`config.mk`:
```
export PLATFORM = sky130hd
export DESIGN_NAME = regfile_wb_arbiter_flat
export DESIGN_NICKNAME = d
export VERILOG_FILES = /design/src/rtl/regfile_wb_arbiter_if.sv /design/src/rtl/regfile_wb_arbiter.sv /design/src/flat_wrapper.sv
export SDC_FILE = /design/constraint.sdc
export NUM_CORES = 1
export LEC_CHECK = 0
export ABC_CLOCK_PERIOD_IN_PS = 2640
export CORE_MARGIN = 3
export CORE_UTILIZATION = 40
export CTS_CLUSTER_DIAMETER = 150
export CTS_CLUSTER_SIZE = 40
export DETAILED_ROUTE_END_ITERATION = 8
export PLACE_DENSITY = 0.74
export SLEW_MARGIN = 20
export SYNTH_ARGS = -nofsm -noshare
export SYNTH_HDL_FRONTEND = slang
export SYNTH_SLANG_ARGS = --single-unit
```
`constraint.sdc`:
```
create_clock -name clk -period 2.64 [get_ports clk]
set_input_delay 0.396 -clock clk [delete_from_list [all_inputs] [get_ports clk]]
set_output_delay 0.396 -clock clk [all_outputs]
set_load 0.02 [all_outputs]
```
`src/rtl/regfile_wb_arbiter_if.sv`:
```
// Writeback arbiter bus: two valid/ready write requesters, the registered
// register-file write port and the two read-hazard query ports.
interface regfile_wb_arbiter_if #(
    parameter int unsigned AW = 5,
    parameter int unsigned DW = 32
);
    logic          req0_valid;
    logic          req0_ready;
    logic [AW-1:0] req0_addr;
    logic [DW-1:0] req0_data;
    logic          req1_valid;
    logic          req1_ready;
    logic [AW-1:0] req1_addr;
    logic [DW-1:0] req1_data;
    logic          we;
    logic [AW-1:0] waddr;
    logic [DW-1:0] wdata;
    logic [AW-1:0] qa_addr;
    logic [AW-1:0] qb_addr;
    logic          stall_a;
    logic          stall_b;

    modport master (
        output req0_valid, req0_addr, req0_data,
        output req1_valid, req1_addr, req1_data,
        output qa_addr, qb_addr,
        input  req0_ready, req1_ready,
        input  we, waddr, wdata,
        input  stall_a, stall_b
    );

    modport slave (
        input  req0_valid, req0_addr, req0_data,
        input  req1_valid, req1_addr, req1_data,
        input  qa_addr, qb_addr,
        output req0_ready, req1_ready,
        output we, waddr, wdata,
        output stall_a, stall_b
    );
endinterface

```
`src/rtl/regfile_wb_arbiter.sv`:
```
// Two-requester writeback arbiter for the single register-file write port.
// Define WB_RR_EN for round-robin on different-address contention (default: req1 > req0).
module regfile_wb_arbiter #(
    parameter int unsigned AW = 5,
    parameter int unsigned DW = 32
) (
    input logic                 clk,
    input logic                 rst,
    regfile_wb_arbiter_if.slave bus
);
    logic          pend0_q, pend0_d, pend1_q, pend1_d;
    logic [AW-1:0] addr0_q, addr0_d, addr1_q, addr1_d;
    logic [DW-1:0] data0_q, data0_d, data1_q, data1_d;
    logic          old1_q, old1_d;
    logic          we_q, we_d;
    logic [AW-1:0] waddr_q, waddr_d;
    logic [DW-1:0] wdata_q, wdata_d;
    logic          grant0, grant1;
    logic          ready0, ready1;
    logic          load0, load1;
`ifdef WB_RR_EN
    logic          rr_q, rr_d;
    logic          contended;
`endif

    always_comb begin
        grant0 = 1'b0;
        grant1 = 1'b0;
`ifdef WB_RR_EN
        contended = 1'b0;
`endif
        if (pend0_q && pend1_q) begin
            if (addr0_q == addr1_q) begin
                grant1 = old1_q;
                grant0 = !old1_q;
            end else begin
`ifdef WB_RR_EN
                contended = 1'b1;
                grant0    = rr_q;
                grant1    = !rr_q;
`else
                grant1 = 1'b1;
`endif
            end
        end else begin
            grant0 = pend0_q;
            grant1 = pend1_q;
        end
    end

    assign ready0 = !pend0_q || grant0;
    assign ready1 = !pend1_q || grant1;
    // Address 0 completes the handshake but is dropped rather than held.
    assign load0  = bus.req0_valid && ready0 && (bus.req0_addr != '0);
    assign load1  = bus.req1_valid && ready1 && (bus.req1_addr != '0);

    always_comb begin
        pend0_d = load0 || (pend0_q && !grant0);
        pend1_d = load1 || (pend1_q && !grant1);
        addr0_d = load0 ? bus.req0_addr : addr0_q;
        data0_d = load0 ? bus.req0_data : data0_q;
        addr1_d = load1 ? bus.req1_addr : addr1_q;
        data1_d = load1 ? bus.req1_data : data1_q;
        // A fresh load is always younger than a surviving entry; a dual load makes req1 older.
        old1_d  = load0 ? 1'b1 : (load1 ? 1'b0 : old1_q);
        we_d    = grant0 || grant1;
        waddr_d = grant1 ? addr1_q : (grant0 ? addr0_q : waddr_q);
        wdata_d = grant1 ? data1_q : (grant0 ? data0_q : wdata_q);
`ifdef WB_RR_EN
        rr_d    = contended ? !rr_q : rr_q;
`endif
    end

    always_ff @(posedge clk) begin
        if (rst) begin
            pend0_q <= 1'b0;
            pend1_q <= 1'b0;
            addr0_q <= '0;
            data0_q <= '0;
            addr1_q <= '0;
            data1_q <= '0;
            old1_q  <= 1'b0;
            we_q    <= 1'b0;
            waddr_q <= '0;
            wdata_q <= '0;
`ifdef WB_RR_EN
            rr_q    <= 1'b0;
`endif
        end else begin
            pend0_q <= pend0_d;
            pend1_q <= pend1_d;
            addr0_q <= addr0_d;
            data0_q <= data0_d;
            addr1_q <= addr1_d;
            data1_q <= data1_d;
            old1_q  <= old1_d;
            we_q    <= we_d;
            waddr_q <= waddr_d;
            wdata_q <= wdata_d;
`ifdef WB_RR_EN
            rr_q    <= rr_d;
`endif
        end
    end

    assign bus.req0_ready = ready0;
    assign bus.req1_ready = ready1;
    assign bus.we         = we_q;
    assign bus.waddr      = waddr_q;
    assign bus.wdata      = wdata_q;

    // The output register counts as in flight: the regfile has no bypass.
    assign bus.stall_a = (bus.qa_addr != '0) &&
                         ((pend0_q && (addr0_q == bus.qa_addr)) ||
                          (pend1_q && (addr1_q == bus.qa_addr)) ||
                          (we_q && (waddr_q == bus.qa_addr)));
    assign bus.stall_b = (bus.qb_addr != '0) &&
                         ((pend0_q && (addr0_q == bus.qb_addr)) ||
                          (pend1_q && (addr1_q == bus.qb_addr)) ||
                          (we_q && (waddr_q == bus.qb_addr)));
endmodule

```
`src/flat_wrapper.sv`:
```
// flat-port wrapper written by rule: the top's interface ports become plain ports
module regfile_wb_arbiter_flat 
#(
    parameter int unsigned AW = 5,
    parameter int unsigned DW = 32
)
  (clk, rst, bus_req0_valid, bus_req0_addr, bus_req0_data, bus_req1_valid, bus_req1_addr, bus_req1_data, bus_qa_addr, bus_qb_addr, bus_req0_ready, bus_req1_ready, bus_we, bus_waddr, bus_wdata, bus_stall_a, bus_stall_b);
  regfile_wb_arbiter_if #(.AW(AW), .DW(DW)) bus_i ();
  input logic clk;
  input logic rst;
  input wire logic [$bits(bus_i.req0_valid)-1:0] bus_req0_valid;
  input wire logic [$bits(bus_i.req0_addr)-1:0] bus_req0_addr;
  input wire logic [$bits(bus_i.req0_data)-1:0] bus_req0_data;
  input wire logic [$bits(bus_i.req1_valid)-1:0] bus_req1_valid;
  input wire logic [$bits(bus_i.req1_addr)-1:0] bus_req1_addr;
  input wire logic [$bits(bus_i.req1_data)-1:0] bus_req1_data;
  input wire logic [$bits(bus_i.qa_addr)-1:0] bus_qa_addr;
  input wire logic [$bits(bus_i.qb_addr)-1:0] bus_qb_addr;
  output wire logic [$bits(bus_i.req0_ready)-1:0] bus_req0_ready;
  output wire logic [$bits(bus_i.req1_ready)-1:0] bus_req1_ready;
  output wire logic [$bits(bus_i.we)-1:0] bus_we;
  output wire logic [$bits(bus_i.waddr)-1:0] bus_waddr;
  output wire logic [$bits(bus_i.wdata)-1:0] bus_wdata;
  output wire logic [$bits(bus_i.stall_a)-1:0] bus_stall_a;
  output wire logic [$bits(bus_i.stall_b)-1:0] bus_stall_b;
  assign bus_i.req0_valid = bus_req0_valid;
  assign bus_i.req0_addr = bus_req0_addr;
  assign bus_i.req0_data = bus_req0_data;
  assign bus_i.req1_valid = bus_req1_valid;
  assign bus_i.req1_addr = bus_req1_addr;
  assign bus_i.req1_data = bus_req1_data;
  assign bus_i.qa_addr = bus_qa_addr;
  assign bus_i.qb_addr = bus_qb_addr;
  assign bus_req0_ready = bus_i.req0_ready;
  assign bus_req1_ready = bus_i.req1_ready;
  assign bus_we = bus_i.we;
  assign bus_waddr = bus_i.waddr;
  assign bus_wdata = bus_i.wdata;
  assign bus_stall_a = bus_i.stall_a;
  assign bus_stall_b = bus_i.stall_b;
  regfile_wb_arbiter #(.AW(AW), .DW(DW)) u_core (.clk(clk), .rst(rst), .bus(bus_i));
endmodule
```
==> flow_summary.yaml <==
logic_synthesis:
  synth_seq_area_share_pct: 45.0
  ys_ff_latch: 115
  synth_nets: 656
  avgSynthCellArea_um2: 9.02
  synth.distinct_cells: 31
  yosysWarningCount: 0
  syn_inst: 568
  syn_area_um2: 5120
power:
  clkPwrFrac_pct: 47.5
  max-vdd-ir-drop_mv: 0.455
  sw_frac_of_total_pct: 25.3
  pwr-share-comb_pct: 13.9
  leakage_nw: 3.00
  p_per_area_nw_per_um2: 680
  intPower_mw: 3.68
  seq_power_share_pct: 38.6
  switchingPower_mw: 1.25
grt:
  grt_overflow: 0
  grt_usage_pct: 20.0
  grt_max_degree: 63
  grt_pass1_wl_um: 22900
  grt_pass1_vias: 4665
  antenna_found_initial: 0
timing:
  min_period_ns: 2.57
  fin_crit_sh_pct: 97.3
  rsz0062_at_grt: "false"
  final.setup.tns_ns: 0
  fmax_mhz: 389
  tightest_slew_ns: 0.747
  hold_viol: 0
  whs_ns: 0.245
  report.final.slew_viol_count: 0
  setup_viol: 0
  skew_ns: 0.0172
  timing.slew.headroom_pct: 50.2
clock_tree:
  cts_buffers: 17
  cts_tree: "done"
  clockBufferDepth: 2
  cts.sinks: 115
  ctsHoldBuffers: 0
  clk_pin_slew_ns: 0.06
  htreeDepth: 4
  cts-root-buf: "clkbuf_16"
  insertion_delay_ns: 0.40
routing:
  drt_iter0_drc: 274
  viasPerCell: 4.97
  drt_wl_total_um: 14100
  drc: 0
  wl_per_cell_um: 16.0
  route.vias.total: 4397
  met3_length_um: 779
  ant_nets: 0
  drt-met1-wl_um: 6180
  wl_met2_um: 6970
  dr.pass1.iters: 4
  top_layer_used: "met4"
run_status:
  status: "finished, final reports clean"
floorplan:
  fp.dieH_um: 119
  start_util_pct: 41.8
  rows: 40
  coreArea_um2: 12300
  pin_count: 130
  die_area_um2: 14200
  die_width_um: 119
placed_design:
  gp_congestion: 0.848
  place_area_um2: 6630
  post-dp-hpwl_um: 9470
  post-place-cells: 851
  port_buffers: 129
layout:
  drive_above_1_share_pct: 9.78
  n_antenna_cell: 0
  final_cell_area_um2: 7240
  final_cells: 884
  fin_nets: 791
  syn_to_final_growth_pct: 41.4
setup_path:
  path_buf_inv: 1
  critical_path.cell_chain: "xor2_1, or4_4, or2_2, dlygate4sd2_1"
  crit_family: "simple AND/OR/NAND/NOR gates"
  cp_max_fo: 4
  cp.required_ns: 2.24
  cp.arrival_ns: 2.17
  start_kind: "flop"
  slowest_delay_ns: 0.58
  cp-end-kind: "primary output"
  crit_slowest_cell: "or4_4"
  crit_type: "reg2out"
job:
  max_cap_violations: 0
hold_path:
  hold_class: "in2reg"
-- path summary, 6_finish.rpt --
kind / slack, ns / start / cells past startpoint / to
min: 0.24 / rst / 2 / u_core.pend1_q
max: 0.07 / u_core.addr0_q[2] / 4 / bus_req1_ready
min reg2reg: 0.45 / u_core.data1_q[4] / 2 / u_core.data1_q[4]
max reg2reg: 0.31 / u_core.addr0_q[2] / 7 / u_core.data0_q[14]
-- metrics by stage --
step	total power, mW	util (%)	setup slack [ns]
after CTS	4.95	59.0	0.0457
after detailed placement	2.61	54.1	-0.149
final	4.93	59.1	0.0702
after floorplan	2.30	-	0.492
after global placement	2.59	54.1	-0.0263
after global routing	5.10	59.1	0.0118
-- power by group through the flow --
stage	Clock, mW	Sequential (mW)	Combinational, mW
3_3_place_gp	0	1.93	0.661
5_1_grt	2.45	1.91	0.739
2_1_floorplan	0	1.96	0.342
4_1_cts	2.37	1.90	0.682
3_5_place_dp	0	1.94	0.676
6_report	2.34	1.90	0.683
-- metal layers --
| metal | GRT usage [%] | up-vias |
|---|---|---|
| met5 | 0 | - |
| met4 | 7.24 | 0 |
| met2 | 34.2 | 138 |
| met1 | 24.3 | 2076 |
| li1 | - | 2166 |
| met3 | 5.18 | 17 |
-- Yosys cell counts (all sizes together) --
| master | number | area (µm²) |
|---|---|---|
| nand4b | 3 | 26.3 |
| nor4 | 6 | 37.5 |
| nand2 | 107 | 402 |
| mux2i | 71 | 711 |
| a21oi | 43 | 215 |
| buf | 11 | 143 |
| or2 | 2 | 12.5 |
| dfxtp | 115 | 2300 |
| nand3 | 4 | 20.0 |
| clkbuf | 31 | 118 |
| o21a | 2 | 15.0 |
| inv | 1 | 3.75 |
| o211ai | 1 | 21.3 |
| nand2b | 71 | 444 |
| xor2 | 27 | 236 |
| or4 | 4 | 33.8 |
| nor2 | 12 | 45.0 |
| nand4 | 1 | 6.26 |
| xnor2 | 8 | 70.1 |
| a32oi | 2 | 17.5 |
| a31oi | 2 | 12.5 |
| o21ai | 39 | 195 |
| and3 | 3 | 23.8 |
| nor3 | 2 | 10.0 |
-- placed cells by master, fill, tap and decap left out, types with 3 or more instances in the layout --
cell type,instances
nor4_1,6
buf_4,26
nand3_1,4
inv_6,3
mux2i_1,71
clkinv_4,4
dlygate4sd2_1,4
xnor2_1,8
nand4b_1,3
or4_1,3
dfxtp_1,115
bufinv_16,3
o21ai_0,37
nand2_1,107
a21oi_1,43
clkdlybuf4s50_1,124
xor2_1,27
buf_12,3
clkbuf_16,17
nor2_1,12
clkinv_2,3
nand2b_1,71
-- layout make-up --
| type | count | area [µm²] |
|---|---|---|
| clock buffer | 17 | 425 |
| fill | 1038 | 5020 |
| tap | 168 | 210 |
| sequential | 115 | 2300 |
| inverter | 1 | 3.75 |
| clock inverter | 15 | 181 |
| timing repair buffer | 158 | 1540 |
| multi-input combinational | 410 | 2580 |
-- repair_timing --
item                                    in CTS  in global routing
pin swaps                                    0                  1
setup buffers                                0                  1
endpoints found under the setup margin       4                  1
gates resized for setup                      4                  0
-- flip-flops by register name, indices dropped and copies added, names as in the netlist --
register,cells
u_core.bus.wdata,32
u_core.pend0_q,1
u_core.bus.waddr,5
u_core.old1_q,1
u_core.pend1_q,1
u_core.addr1_q,5
u_core.bus.we,1
u_core.data0_q,32
u_core.addr0_q,5
u_core.data1_q,32
-- worst reg2reg max path: cells and delay by family (launching register included) --
kind                      cells  cell delay, ns
AOI/OAI and AO/OA             1            0.21
muxes                         1            0.33
and+or+nand+nor               2            0.77
DFF                           1            0.32
xor gates and xnor gates      1            0.16
buffers and inverters         2            0.44
-- cell families (layout without fill, tap and decap cells) --
group                     Yosys count  count (layout)  share of synthesized area (%)
and+or+nand+nor                   215             215                           20.7
xor gates and xnor gates           35              35                           5.99
AOI/OAI and AO/OA                  89              89                           9.31
DFF                               115             115                           45.0
muxes                              71              71                           13.9
buffers and inverters              43             191                           5.16
No activity file was read; power rests on OpenSTA's default activity.
==> RTL change 1 (same flow settings) <==
`wdata_q` no longer has a reset.
--- a/src/rtl/regfile_wb_arbiter.sv
+++ b/src/rtl/regfile_wb_arbiter.sv
@@ -83,5 +83,4 @@
             we_q    <= 1'b0;
             waddr_q <= '0;
-            wdata_q <= '0;
 `ifdef WB_RR_EN
             rr_q    <= 1'b0;
@@ -97,9 +96,12 @@
             we_q    <= we_d;
             waddr_q <= waddr_d;
-            wdata_q <= wdata_d;
 `ifdef WB_RR_EN
             rr_q    <= rr_d;
 `endif
         end
+    end
+
+    always_ff @(posedge clk) begin
+        wdata_q <= wdata_d;
     end
 
Function: differs if rst is asserted again (counterexample within 4 cycles, from zero or initial values and one cycle with rst high); with rst held inactive, the same outputs for 10 cycles.
==> RTL change 1 against the original RTL <==
- final area is 3.8% lower
- first-iteration DRC count is 38% lower
- area after synthesis is 4.6% lower
- routed wire length is 11% lower
- count of clock-buffer cells in the layout is 3 higher
- worst hold slack better by 0.15 ns
- power is 2.1% higher
- setup slack better by 0.024 ns
- sequential cell count stayed put
- critical endpoint is now bus_req0_ready
- largest cell class is now sequential cells
==> RTL change 1: results (changes against the original RTL) <==
Detailed routing
  • WL final: 12600 um (was 14110 um)
  • Drt wl/cell: 16.80 um (was 15.96 um)
  • Drt first pass iters: 4 (unchanged)
  • Starting DRC count in detailed routing: 170 (was 274)
  • Vias per std cell: 5.091 (was 4.974)

Critical path
  • Largest fanout on the critical path: 4 (unchanged)
  • Worst EP arrival: 2.15 ns (was 2.17 ns)
  • Reg2reg path depth: 6 (was 7)

Clocking
  • CTS Root Cell: clkbuf_16 (unchanged)
  • Maximum clock path buffer count: 2 (unchanged)
  • Register clock-pin slew on the reported worst setup and hold paths: 0.05 ns
  • # H-tree levels: 4 (unchanged)
  • Num CTS Buffers: 17 (unchanged)
  • Clk_lat worst skew: just over 0.4 ns

Run
  • Max-Cap Viols: 0 (unchanged)

Power
  • Sw Share: 0.2399 (was 0.2528)
  • Pleak: 2.849 nW (was 2.999 nW)
  • Power Clock: 2.24 mW (was 2.34 mW)
  • Combinational Power: 763 uW (was 683 uW)
  • Tot Pwr: 5.032 mW (was 4.927 mW)
  • VDD IR max: 0.5203 mV (was 0.4550 mV)

Timing
  • Slew headroom: 0.2812 (was 0.5017)
  • Skew final: 0.005795 ns (was 0.01715 ns)

Synth
  • Synthesized Nets: 545 (was 656)
  • Number of synthesized flops with an enable pin: 32 (was 0)
  • Synth Instances: 457 (was 568)
  • Synth Warn #: 0 (unchanged)
  • Post-synthesis sequential area ratio: 0.5366 (was 0.4495)
  • Post-synth cell types: 36 (was 31)
  • Asr flop ratio synth: 0 (unchanged)
  • Top cells by count, synth: dfxtp_1, nand2_1, nor2_1 (was dfxtp_1, nand2_1, mux2i_1, nand2b_1, a21oi_1)
  • Dominant cells by area after synthesis: dfxtp_1, edfxtp_1, mux2i_1 (was dfxtp_1, mux2i_1, nand2b_1)

Placement
  • PortBufs: 129 (unchanged)
  • GP Congestion: 0.7970 (was 0.8478)
  • Total placed cells including tap cells: 715 (was 851)
  • Post-DP Area: 6364 um2 (was 6633 um2)
  • Detailed placer's ending HPWL: 8403 um (was 9467 um)
  • Post-Place Worst Slack: -0.1062 ns (was -0.1485 ns)

Layout
  • Fillers: 1001 (was 1038)
  • N_diodes: 0 (unchanged)
  • Share of cells above drive strength 1: 0.1532 (was 0.09777)
  • Fin nets: 682 (was 791)

Run status
  • Outcome: completed (unchanged)

Global routing
  • Gr usage total: 0.1879 (was 0.2005)
  • First-pass GRT wire length: 19490 um (was 22940 um)
  • Initial antenna violation count: 0 (unchanged)
  • Pin count of the biggest net entering global routing: 36 (was 63)
  • Vias in the first global route: 3849 (was 4665)

Worst hold path
  • Hold depth: 2 (unchanged)
  • Worst hold path type: in2reg (unchanged)
==> RTL change 1: layer usage <==
metal	wire length, um	global-route usage	vias to the layer above
met5	0	0	-
met1	5489	0.2242	1842
li1	-	-	1844
met4	119	0.05810	0
met2	6263	0.3242	121
met3	725	0.05907	11
==> RTL change 1: cell type report <==
cell class                 instances  area (um2)  share of cell area
timing repair buffer             151        1526              0.2191
tap                              143       178.9             0.02568
clock inverter                    12       138.9             0.01993
sequential                       115        2623              0.3764
clock buffer                      20       436.7             0.06267
multi-input combinational        307        2057              0.2952
inverter                           2       7.507            0.001077
==> RTL change 1: final timing paths <==
check                          from  slack (ns)                  end
setup / recovery  u_core.addr0_q[1]        0.09       bus_req0_ready
hold / removal                  rst        0.40   u_core.data0_q[28]
setup reg to reg  u_core.addr0_q[1]        0.36  u_core.bus.wdata[2]
hold reg to reg   u_core.data1_q[3]        0.45    u_core.data1_q[3]
==> RTL change 1: critical path, stage by stage (launching register included) <==
cell and delay (ns):
dfxtp_1 0.32, xor2_1 0.18, nor4_4 0.43, a21oi_2 0.15
inv_1 0.07, clkdlybuf4s50_1 0.60
==> RTL change 1: per-stage QoR <==
step,hold slack [ns],util
final,0.3979,0.5975
after global routing,0.4014,0.5975
after CTS,0.3827,0.5956
after detailed placement,0.4458,0.5457
after global placement,0.4402,0.5457
after floorplan,0.4322,-
==> RTL change 1: logic make-up after synthesis <==
group | share of synthesized area
flip-flops | 0.5366
AO/OA/AOI/OAI | 0.07424
buffers and inverters | 0.04736
multiplexers | 0.1557
AND/OR/NAND/NOR | 0.1234
XOR/XNOR | 0.06273
==> RTL change 1: what timing repair did <==
item / CTS / global route
setup buffers: 1 / 2
resized for setup: 3 / 2
endpoints found under the setup margin: 4 / 2
pin swaps: 1 / 1
==> RTL change 2 (same settings) <==
Made on the original files. Add a define of `WB_RR_EN`.
--- a/src/rtl/regfile_wb_arbiter.sv
+++ b/src/rtl/regfile_wb_arbiter.sv
@@ -1,4 +1,6 @@
 // Two-requester writeback arbiter for the single register-file write port.
 // Define WB_RR_EN for round-robin on different-address contention (default: req1 > req0).
+`define WB_RR_EN
+
 module regfile_wb_arbiter #(
     parameter int unsigned AW = 5,
Behaviour: not the same (a bounded check fails within 4 cycles, from zero or initial values and one cycle with rst high).
==> RTL change 2 against the original RTL <==
- non-clock buffer count up 2
- critical path depth up 3
- setup slack worse by 0.021 ns
- routed wire length up 24%
- core utilization down 0.50 points
- sequential cell count up 1
- area after synthesis up 5.7%
- fmax down 0.79%
- final area up 4.5%
- register-to-register slack worse by 0.05 ns
- critical endpoint is now bus_stall_b
- highest routed layer unchanged
Power is not compared: it rests on default switching activity, and its combinational part moved more than twofold at a synthesized area within 25%.
==> RTL change 2: results (changes against the original RTL) <==
Critical path
  • Worst EP arrival: 2.19 ns (was 2.17 ns)
  • Worst setup path end: bus_stall_b (was bus_req1_ready)
  • Slowest cell on the critical path: clkdlybuf4s50_1 (was or4_4)
  • Crit. Startpoint: bus_qb_addr[2] (was u_core.addr0_q[2])
  • Reg2reg start: u_core.addr0_q[4] (was u_core.addr0_q[2])
  • Cell family with most CP delay: buffers and inverters (was simple AND/OR/NAND/NOR gates)
  • Critical R2R Capture: u_core.data1_q[26] (was u_core.data0_q[14])

Synth
  • Synthesized Nets: 741 (was 656)
  • Dominant cells by area after synthesis: dfxtp_1, o211ai_1, a21oi_1 (was dfxtp_1, mux2i_1, nand2b_1)
  • Syn Area/Cell: 8.289 um2 (was 9.016 um2)

Worst hold path
  • Worst hold path endpoint: u_core.addr0_q[4] (was u_core.pend1_q)

Global routing
  • Gr usage total: 0.2379 (was 0.2005)
  • Pin count of the biggest net entering global routing: 76 (was 63)
  • First-pass GRT wire length: 28170 um (was 22940 um)

Detailed routing
  • Vias per std cell: 5.953 (was 4.974)
  • Starting DRC count in detailed routing: 643 (was 274)
  • Vias: 5608 (was 4397)

Placement
  • Detailed placer's ending HPWL: 11240 um (was 9467 um)
  • Post-DP Area: 6932 um2 (was 6633 um2)
  • GP Congestion: 0.8935 (was 0.8478)

Timing
  • Hold_ws: 0.4582 ns (was 0.2450 ns)
  • Slew headroom: 0.3534 (was 0.5017)
  • Skew final: 0.005874 ns (was 0.01715 ns)

Run status
  • Outcome: completed (unchanged)

Layout
  • Share of cells above drive strength 1: 0.09610 (was 0.09777)
==> RTL change 2: changes by cell type after synthesis, sizes merged, moves of 7 or more <==
cell    unedited run  this run
mux2i             71         1
nand4              1        37
nand2b            71         0
buf               11        36
o211ai             1       111
clkbuf            31        38
a21oi             43        81
nand2            107        76
o21ai             39        77
==> RTL change 2: logic make-up (layout without fill, tap and decap cells) <==
family / after synthesis / in the layout / synth area share
mux: 2 / 2 / 0.004622
simple gates: 144 / 144 / 0.1308
buf+inv: 76 / 193 / 0.06310
xor+xnor: 37 / 37 / 0.05987
flops: 116 / 116 / 0.4290
compound gates: 278 / 278 / 0.3125
==> RTL change 2: layout make-up <==
| class | instances | area, um2 |
|---|---|---|
| clock buffers | 21 | 460.4 |
| clock inverters | 10 | 178.9 |
| fillers | 1157 | 5356 |
| inverters | 2 | 7.507 |
| multi-input cells | 461 | 2833 |
| flip-flops and latches | 116 | 2325 |
| well taps | 172 | 215.2 |
| repair buffers | 160 | 1551 |
==> RTL change 2: what timing repair did <==
item,4_1_cts,5_1_grt
endpoints found under the setup margin,3,1
gates resized for setup,5,1
gates cloned,0,0
==> RTL change 2: through the flow <==
step	total power [mW]	setup WS, ns
after floorplan	3.184	0.5773
after global placement	3.832	-0.08284
after detailed placement	3.891	-0.1730
after CTS	6.376	0.08536
after global routing	6.645	0.001551
final	6.370	0.04968
==> RTL change 2: routing by layer <==
layer  vias up  routed length [um]  global-route usage
met5         -                   0                   0
met3        39                1244             0.06682
met1      2686                7210              0.2894
li1       2635                   -                   -
met4         0                 478             0.09517
met2       248                8620              0.3975
==> RTL change 2: where the power goes <==
group	internal, mW	total [mW]	switching [mW]
registers	1.96	2.12	0.156
clock network	1.71	2.49	0.778
logic	0.656	1.76	1.10
total	4.33	6.37	2.04
